`config.mk`:
```
export PLATFORM = sky130hd
export DESIGN_NAME = run_controller_flat
export DESIGN_NICKNAME = d
export VERILOG_FILES = /design/src/rtl/run_controller_pkg.sv /design/src/rtl/run_controller_if.sv /design/src/rtl/run_controller_rate_divider.sv /design/src/rtl/run_controller.sv /design/src/flat_wrapper.sv
export SDC_FILE = /design/constraint.sdc
export NUM_CORES = 1
export LEC_CHECK = 0
export BUFFER_PORTS_ARGS = -buffer_cell sky130_fd_sc_hd__buf_4
export CORE_MARGIN = 2
export CORE_UTILIZATION = 45
export DETAILED_ROUTE_END_ITERATION = 8
export GPL_ROUTABILITY_DRIVEN = 0
export PLACE_DENSITY = 0.73
export RECOVER_POWER = 100
export SYNTH_ARGS = -nofsm -noshare
export SYNTH_HDL_FRONTEND = slang
export SYNTH_SLANG_ARGS = --single-unit
```
`constraint.sdc`:
```
create_clock -name clk -period 6.5 [get_ports clk]
set_input_delay 0.65 -clock clk [delete_from_list [all_inputs] [get_ports clk]]
set_output_delay 0.65 -clock clk [all_outputs]
set_load 0.005 [all_outputs]
```
`src/rtl/run_controller_pkg.sv`:
```
//==============================================================================
// run_ctrl_pkg : shared state/stop-cause encodings for run_controller   rev 1.0
//==============================================================================
`default_nettype none

package run_ctrl_pkg;

   typedef enum logic [1:0] {
      ST_IDLE   = 2'd0,
      ST_RUN    = 2'd1,
      ST_HALTED = 2'd2
   } run_state_t;

   typedef enum logic [2:0] {
      SC_NONE  = 3'd0,
      SC_STOP  = 3'd1,
      SC_HALT  = 3'd2,
      SC_BP    = 3'd3,
      SC_COUNT = 3'd4
   } stop_cause_t;

   localparam int RETIRED_W = 16;

endpackage

`default_nettype wire

```
`src/rtl/run_controller_if.sv`:
```
//==============================================================================
// run_controller_if : request/status bundle between board logic and sequencer
//==============================================================================
`default_nettype none

interface run_controller_if #(
   parameter int ADDR_W = 5,
   parameter int CNT_W  = 8,
   parameter int DIV_W  = 24
) ();

   logic                                step_req;
   logic                                run_req;
   logic                                stop_req;
   logic [CNT_W-1:0]                    run_count;
   logic [DIV_W-1:0]                    rate_div;
   logic                                bp_en;
   logic [ADDR_W-1:0]                   bp_addr;
   logic [ADDR_W-1:0]                   curr_inst_addr;
   logic                                halt;
   logic                                exec_en;
   logic [1:0]                          state;
   logic [2:0]                          stop_cause;
   logic [run_ctrl_pkg::RETIRED_W-1:0]  retired;

   modport master (
      output step_req, run_req, stop_req, run_count, rate_div,
             bp_en, bp_addr, curr_inst_addr, halt,
      input  exec_en, state, stop_cause, retired
   );

   modport slave (
      input  step_req, run_req, stop_req, run_count, rate_div,
             bp_en, bp_addr, curr_inst_addr, halt,
      output exec_en, state, stop_cause, retired
   );

endinterface

`default_nettype wire

```
`src/rtl/run_controller_rate_divider.sv`:
```
//==============================================================================
// rate_divider : loadable auto-reload down-counter, tick while count is 0
//==============================================================================
`default_nettype none

module rate_divider #(
   parameter int DIV_W = 24
) (
   input  logic             clk,
   input  logic             reset,
   input  logic             load,
   input  logic             advance,
   input  logic [DIV_W-1:0] period,
   output logic             tick
);

   logic [DIV_W-1:0] count;
   logic [DIV_W-1:0] reload;
   logic [DIV_W-1:0] start;

   // A period of 0 behaves like 1: issue every cycle.
   assign start = (period == '0) ? '0 : period - DIV_W'(1);
   assign tick  = (count == '0);

   always_ff @(posedge clk) begin
      if (reset) begin
         count  <= '0;
         reload <= '0;
      end else if (load) begin
         count  <= start;
         reload <= start;
      end else if (advance) begin
         count  <= tick ? reload : count - DIV_W'(1);
      end
   end

endmodule

`default_nettype wire

```
`src/rtl/run_controller.sv`:
```
//==============================================================================
// run_controller : exec_en sequencer (single-step, rate run, bounded run) rev 1.0
//==============================================================================
`default_nettype none

module run_controller
   import run_ctrl_pkg::*;
#(
   parameter int ADDR_W = 5,
   parameter int CNT_W  = 8,
   parameter int DIV_W  = 24
) (
   input  logic             clk,
   input  logic             reset,
   run_controller_if.slave  bus
);

   run_state_t             state_q;
   stop_cause_t            cause_q;
   logic [CNT_W-1:0]       remaining;
   logic                   first;
   logic                   bounded;
   logic [RETIRED_W-1:0]   retired_q;

   logic [ADDR_W-1:0]      pc;
   logic [ADDR_W-1:0]      bp;
   logic                   in_idle;
   logic                   in_run;
   logic                   bp_hit;
   logic                   div_tick;
   logic                   div_load;
   logic                   div_adv;
   logic                   issue;
   logic                   step_issue;
   logic                   exec_en;

   assign pc         = bus.curr_inst_addr;
   assign bp         = bus.bp_addr;
   assign in_idle    = (state_q == ST_IDLE);
   assign in_run     = (state_q == ST_RUN);
   // first masks the breakpoint so a run can resume from the breakpointed PC.
   assign bp_hit     = bus.bp_en && (pc == bp) && !first;
   assign div_load   = in_idle && !bus.halt && bus.run_req;
   assign div_adv    = in_run && !bus.halt && !bus.stop_req && !bp_hit;
   assign issue      = div_adv && div_tick;
   assign step_issue = in_idle && bus.step_req && !bus.run_req;
   assign exec_en    = !reset && !bus.halt && (step_issue || issue);

   rate_divider #(
      .DIV_W (DIV_W)
   ) u_div (
      .clk     (clk),
      .reset   (reset),
      .load    (div_load),
      .advance (div_adv),
      .period  (bus.rate_div),
      .tick    (div_tick)
   );

   always_ff @(posedge clk) begin
      if (reset) begin
         state_q   <= ST_IDLE;
         cause_q   <= SC_NONE;
         remaining <= '0;
         first     <= 1'b0;
         bounded   <= 1'b0;
      end else begin
         case (state_q)
            ST_IDLE: begin
               if (bus.halt) begin
                  state_q <= ST_HALTED;
                  cause_q <= SC_HALT;
               end else if (bus.run_req) begin
                  state_q   <= ST_RUN;
                  cause_q   <= SC_NONE;
                  remaining <= bus.run_count;
                  bounded   <= (bus.run_count != '0);
                  first     <= 1'b1;
               end
            end
            ST_RUN: begin
               if (bus.halt) begin
                  state_q <= ST_HALTED;
                  cause_q <= SC_HALT;
               end else if (bus.stop_req) begin
                  state_q <= ST_IDLE;
                  cause_q <= SC_STOP;
               end else if (bp_hit) begin
                  state_q <= ST_IDLE;
                  cause_q <= SC_BP;
               end else if (div_tick) begin
                  first <= 1'b0;
                  if (bounded) begin
                     remaining <= remaining - CNT_W'(1);
                     if (remaining == CNT_W'(1)) begin
                        state_q <= ST_IDLE;
                        cause_q <= SC_COUNT;
                     end
                  end
               end
            end
            ST_HALTED: begin
               state_q <= ST_HALTED;
            end
            default: begin
               state_q <= ST_IDLE;
            end
         endcase
      end
   end

   always_ff @(posedge clk) begin
      if (reset) begin
         retired_q <= '0;
      end else if (exec_en && (retired_q != '1)) begin
         retired_q <= retired_q + RETIRED_W'(1);
      end
   end

   assign bus.exec_en    = exec_en;
   assign bus.state      = state_q;
   assign bus.stop_cause = cause_q;
   assign bus.retired    = retired_q;

endmodule

`default_nettype wire

```
`src/flat_wrapper.sv`:
```
// flat-port wrapper written by rule: the top's interface ports become plain ports
module run_controller_flat import run_ctrl_pkg::*;
#(
   parameter int ADDR_W = 5,
   parameter int CNT_W  = 8,
   parameter int DIV_W  = 24
)
  (clk, reset, bus_step_req, bus_run_req, bus_stop_req, bus_run_count, bus_rate_div, bus_bp_en, bus_bp_addr, bus_curr_inst_addr, bus_halt, bus_exec_en, bus_state, bus_stop_cause, bus_retired);
  run_controller_if #(.ADDR_W(ADDR_W), .CNT_W(CNT_W), .DIV_W(DIV_W)) bus_i ();
  input  logic clk;
  input  logic reset;
  input wire logic [$bits(bus_i.step_req)-1:0] bus_step_req;
  input wire logic [$bits(bus_i.run_req)-1:0] bus_run_req;
  input wire logic [$bits(bus_i.stop_req)-1:0] bus_stop_req;
  input wire logic [$bits(bus_i.run_count)-1:0] bus_run_count;
  input wire logic [$bits(bus_i.rate_div)-1:0] bus_rate_div;
  input wire logic [$bits(bus_i.bp_en)-1:0] bus_bp_en;
  input wire logic [$bits(bus_i.bp_addr)-1:0] bus_bp_addr;
  input wire logic [$bits(bus_i.curr_inst_addr)-1:0] bus_curr_inst_addr;
  input wire logic [$bits(bus_i.halt)-1:0] bus_halt;
  output wire logic [$bits(bus_i.exec_en)-1:0] bus_exec_en;
  output wire logic [$bits(bus_i.state)-1:0] bus_state;
  output wire logic [$bits(bus_i.stop_cause)-1:0] bus_stop_cause;
  output wire logic [$bits(bus_i.retired)-1:0] bus_retired;
  assign bus_i.step_req = bus_step_req;
  assign bus_i.run_req = bus_run_req;
  assign bus_i.stop_req = bus_stop_req;
  assign bus_i.run_count = bus_run_count;
  assign bus_i.rate_div = bus_rate_div;
  assign bus_i.bp_en = bus_bp_en;
  assign bus_i.bp_addr = bus_bp_addr;
  assign bus_i.curr_inst_addr = bus_curr_inst_addr;
  assign bus_i.halt = bus_halt;
  assign bus_exec_en = bus_i.exec_en;
  assign bus_state = bus_i.state;
  assign bus_stop_cause = bus_i.stop_cause;
  assign bus_retired = bus_i.retired;
  run_controller #(.ADDR_W(ADDR_W), .CNT_W(CNT_W), .DIV_W(DIV_W)) u_core (.clk(clk), .reset(reset), .bus(bus_i));
endmodule
```
==> results.sh <==
export IMPL_ys_seq_area_share_pct=33.2
export IMPL_synthTopCellsByArea="dfxtp_1 (33%), nor2_1 (6.8%), a21oi_1 (4.9%), xor2_1 (4.2%), nor3_1 (4.2%)"
export IMPL_io_buffers=70
export IMPL_hold_depth=2
export IMPL_async_reset_ff_share_pct=0
export IMPL_ys_seq_elements=79
export IMPL_die_area_um2=11400
export IMPL_tritoncts="yes"
export IMPL_htreeDepth=3
export IMPL_ir_worst_vdd_uv=175
export IMPL_vias_per_cell=5.97
export IMPL_startpoint_type="input port"
export IMPL_setup_tns_ns=0
export IMPL_drv_slew=75
export IMPL_drv_cap=1
export IMPL_postCtsSetupBuffers=0
export IMPL_yosys_area_top_type="dfxtp_1"
export IMPL_worst_pin_slew_ns=3.30
export IMPL_p_clk_share_pct=35.1
export IMPL_first_global_vias=4582
export IMPL_path_max_fanout=74
export IMPL_critPathSlowestCell="clkbuf_1"
export IMPL_synth_top_cells_by_count="nor2_1 (87), dfxtp_1 (79), a21oi_1 (47)"
export IMPL_hold_class="register to register"
export IMPL_status="finished, violations left"
export IMPL_synth_fp_nets=679
export IMPL_grt_pass1_wl_mm=21.6
export IMPL_hold_ws_ns=0.464
export IMPL_fin_crit_ns=4.51
export IMPL_synth_edf_count=0
export IMPL_comb_power_share_pct=23.3
export IMPL_clkTransAtPathRegs_ns=0.07
export IMPL_ys_flop_type="dfxtp_1"
export IMPL_wire_per_inst_um=16.2
export IMPL_drt_pass1_iterations=5
export IMPL_end_kind="output port"
export IMPL_hold_viol_final=0
export IMPL_crit_arrival_ns=3.86
export IMPL_vias=4857
export IMPL_path_cells="clkbuf_1 -> nor2_1 -> a21boi_0 -> buf_4"
export IMPL_design_area_um2=5580
export IMPL_clock_skew_ns=0.0179
export IMPL_required_ns=5.85
export IMPL_syn_cell_area_um2=4770
export IMPL_timing_final_crit_share_pct=69.3
export IMPL_cts_resized=0
export IMPL_dp_cells=797
export IMPL_instances_no_fill=813
export IMPL_power_mw=1.28
export IMPL_design_portCount=71
export IMPL_cts_root_buf="clkbuf_8"
export IMPL_dp_hpwl_mm=9.36
export IMPL_die_w_um=107
export IMPL_maxSlewHeadroom_pct=-120
export IMPL_rr_worst_depth=6
export IMPL_antenna_cells=0
export IMPL_ant_nets=0
export IMPL_violations="capacitance limit, slew limit"
export IMPL_hold_buffers=0
export IMPL_critPathMaxStageDelay_ns=2.30
export IMPL_drive_gt1_share_pct=15.7
export IMPL_postRouteWirelength_mm=13.2
export IMPL_p_int_mw=0.889
export IMPL_postSynthCellCount=623
export IMPL_pwr_share_seq_pct=41.7
export IMPL_synth_most_common_cell="nor2_1"
export IMPL_drtIter0Drc=345
export IMPL_yosysUniqueCellTypes=59
export IMPL_p_leak_nw=2.06
export IMPL_critical_path_class="input port to output port"
export IMPL_avgSynthCellArea_um2=7.66
export IMPL_cts_max_path_buffers=2
export IMPL_grt_usage_pct=23.4
export IMPL_p_sw_mw=0.390
export IMPL_synth_warnings=0
export IMPL_coreArea_um2=10300
export IMPL_cts_buffers=9
export IMPL_gr_total_overflow=0
export IMPL_insertion_delay_ns=0.36
export IMPL_grt_max_degree=75
export IMPL_cts_sinks=79
export IMPL_setup_violations=0
export IMPL_die_h_um=107
export IMPL_antenna_found_initial=0
export IMPL_max_freq_mhz=222
export IMPL_netSwitchingFraction_pct=30.5
export IMPL_dpl_cell_area_um2=5340
export IMPL_start_util_pct=46.2
export IMPL_powerDensity_nw_per_um2=229
export IMPL_fin_nets=728
export IMPL_rows=37
export IMPL_r2r_slack_ns=3.06
export IMPL_syn_to_final_growth_pct=16.9
export IMPL_rsz0062_at_grt="false"
export IMPL_drc=0
export IMPL_post_synth_top_area_fraction_pct=33.2
## state kept, by name, summed over array words and instances (netlist names)
signal,count
u_core.bounded,1
u_core.bus.retired,16
u_core.first,1
u_core.remaining,8
u_core.bus.stop_cause,3
u_core.u_div.reload,24
u_core.u_div.count,24
u_core.bus.state,2
## metal layers
layer | up-vias | GRT usage, % | wire (um)
met4 | 0 | 7.33 | 281
li1 | 2386 | - | -
met3 | 22 | 5.23 | 817
met1 | 2277 | 29.9 | 5940
met5 | - | 0 | 0
met2 | 172 | 39.2 | 6150
## worst max-delay path: cells and delay by family
kind                   cells  cell delay (ns)
buffers and inverters      2             2.46
AO/OA/AOI/OAI              1             0.31
AND/OR/NAND/NOR            1             0.42
## per-stage QoR
| step | worst slack [ns] | utilization (%) |
|---|---|---|
| 4_1_cts | 2.82 | 54.1 |
| 5_1_grt | 1.66 | 54.0 |
| 6_report | 1.99 | 54.0 |
| 3_5_place_dp | 3.14 | 51.7 |
| 2_1_floorplan | 3.51 | - |
| 3_3_place_gp | 3.20 | 51.7 |
## power by group through the flow
stage	Combinational, mW	Clock, mW	Sequential (mW)
5_1_grt	0.328	0.476	0.536
2_1_floorplan	0.214	0	0.533
4_1_cts	0.292	0.457	0.532
3_3_place_gp	0.285	0	0.542
6_report	0.298	0.448	0.533
3_5_place_dp	0.290	0	0.543
## cell families (layout without fill, tap and decap cells)
group | Yosys count | count (layout) | share of synthesized area, %
compound gates | 159 | 159 | 21.7
mux | 6 | 6 | 1.34
buf+inv | 50 | 104 | 4.43
fa+ha+maj | 7 | 7 | 1.84
xor+xnor | 41 | 41 | 7.53
flops | 79 | 79 | 33.2
simple gates | 281 | 281 | 30.0
## final cells by class
cell class / count / area, um^2
fill: 982 / 4750
sequential: 79 / 1580
tap: 136 / 170
clock inverter: 6 / 118
multi-input combinational: 494 / 2980
timing repair buffer: 75 / 556
inverter: 13 / 48.8
clock buffer: 10 / 128
## placed cells by master (no fill, tap or decap), types with 6 or more instances in the layout
master	count
or2_2	8
nand2b_1	6
nand2_1	38
nor4_1	16
or3_1	15
o21ai_0	34
inv_1	13
a211oi_1	15
xor2_1	23
dfxtp_1	79
nor2_1	87
and3_1	7
nor3_1	40
a311oi_1	6
or4_1	14
nand3_1	19
xnor2_1	18
clkbuf_4	20
nand4_1	8
a22oi_1	9
a21oi_1	47
clkbuf_8	9
buf_4	53
ha_1	7
o31ai_1	8
nor2b_1	6
## worst paths after layout
kind	end	startpoint
hold / removal	u_core.u_div.reload[15]	u_core.u_div.reload[15]
hold reg to reg	u_core.u_div.reload[15]	u_core.u_div.reload[15]
setup reg to reg	u_core.bus.retired[15]	u_core.u_div.count[10]
setup / recovery	bus_exec_en	reset
(Power assumes the default switching activity.)
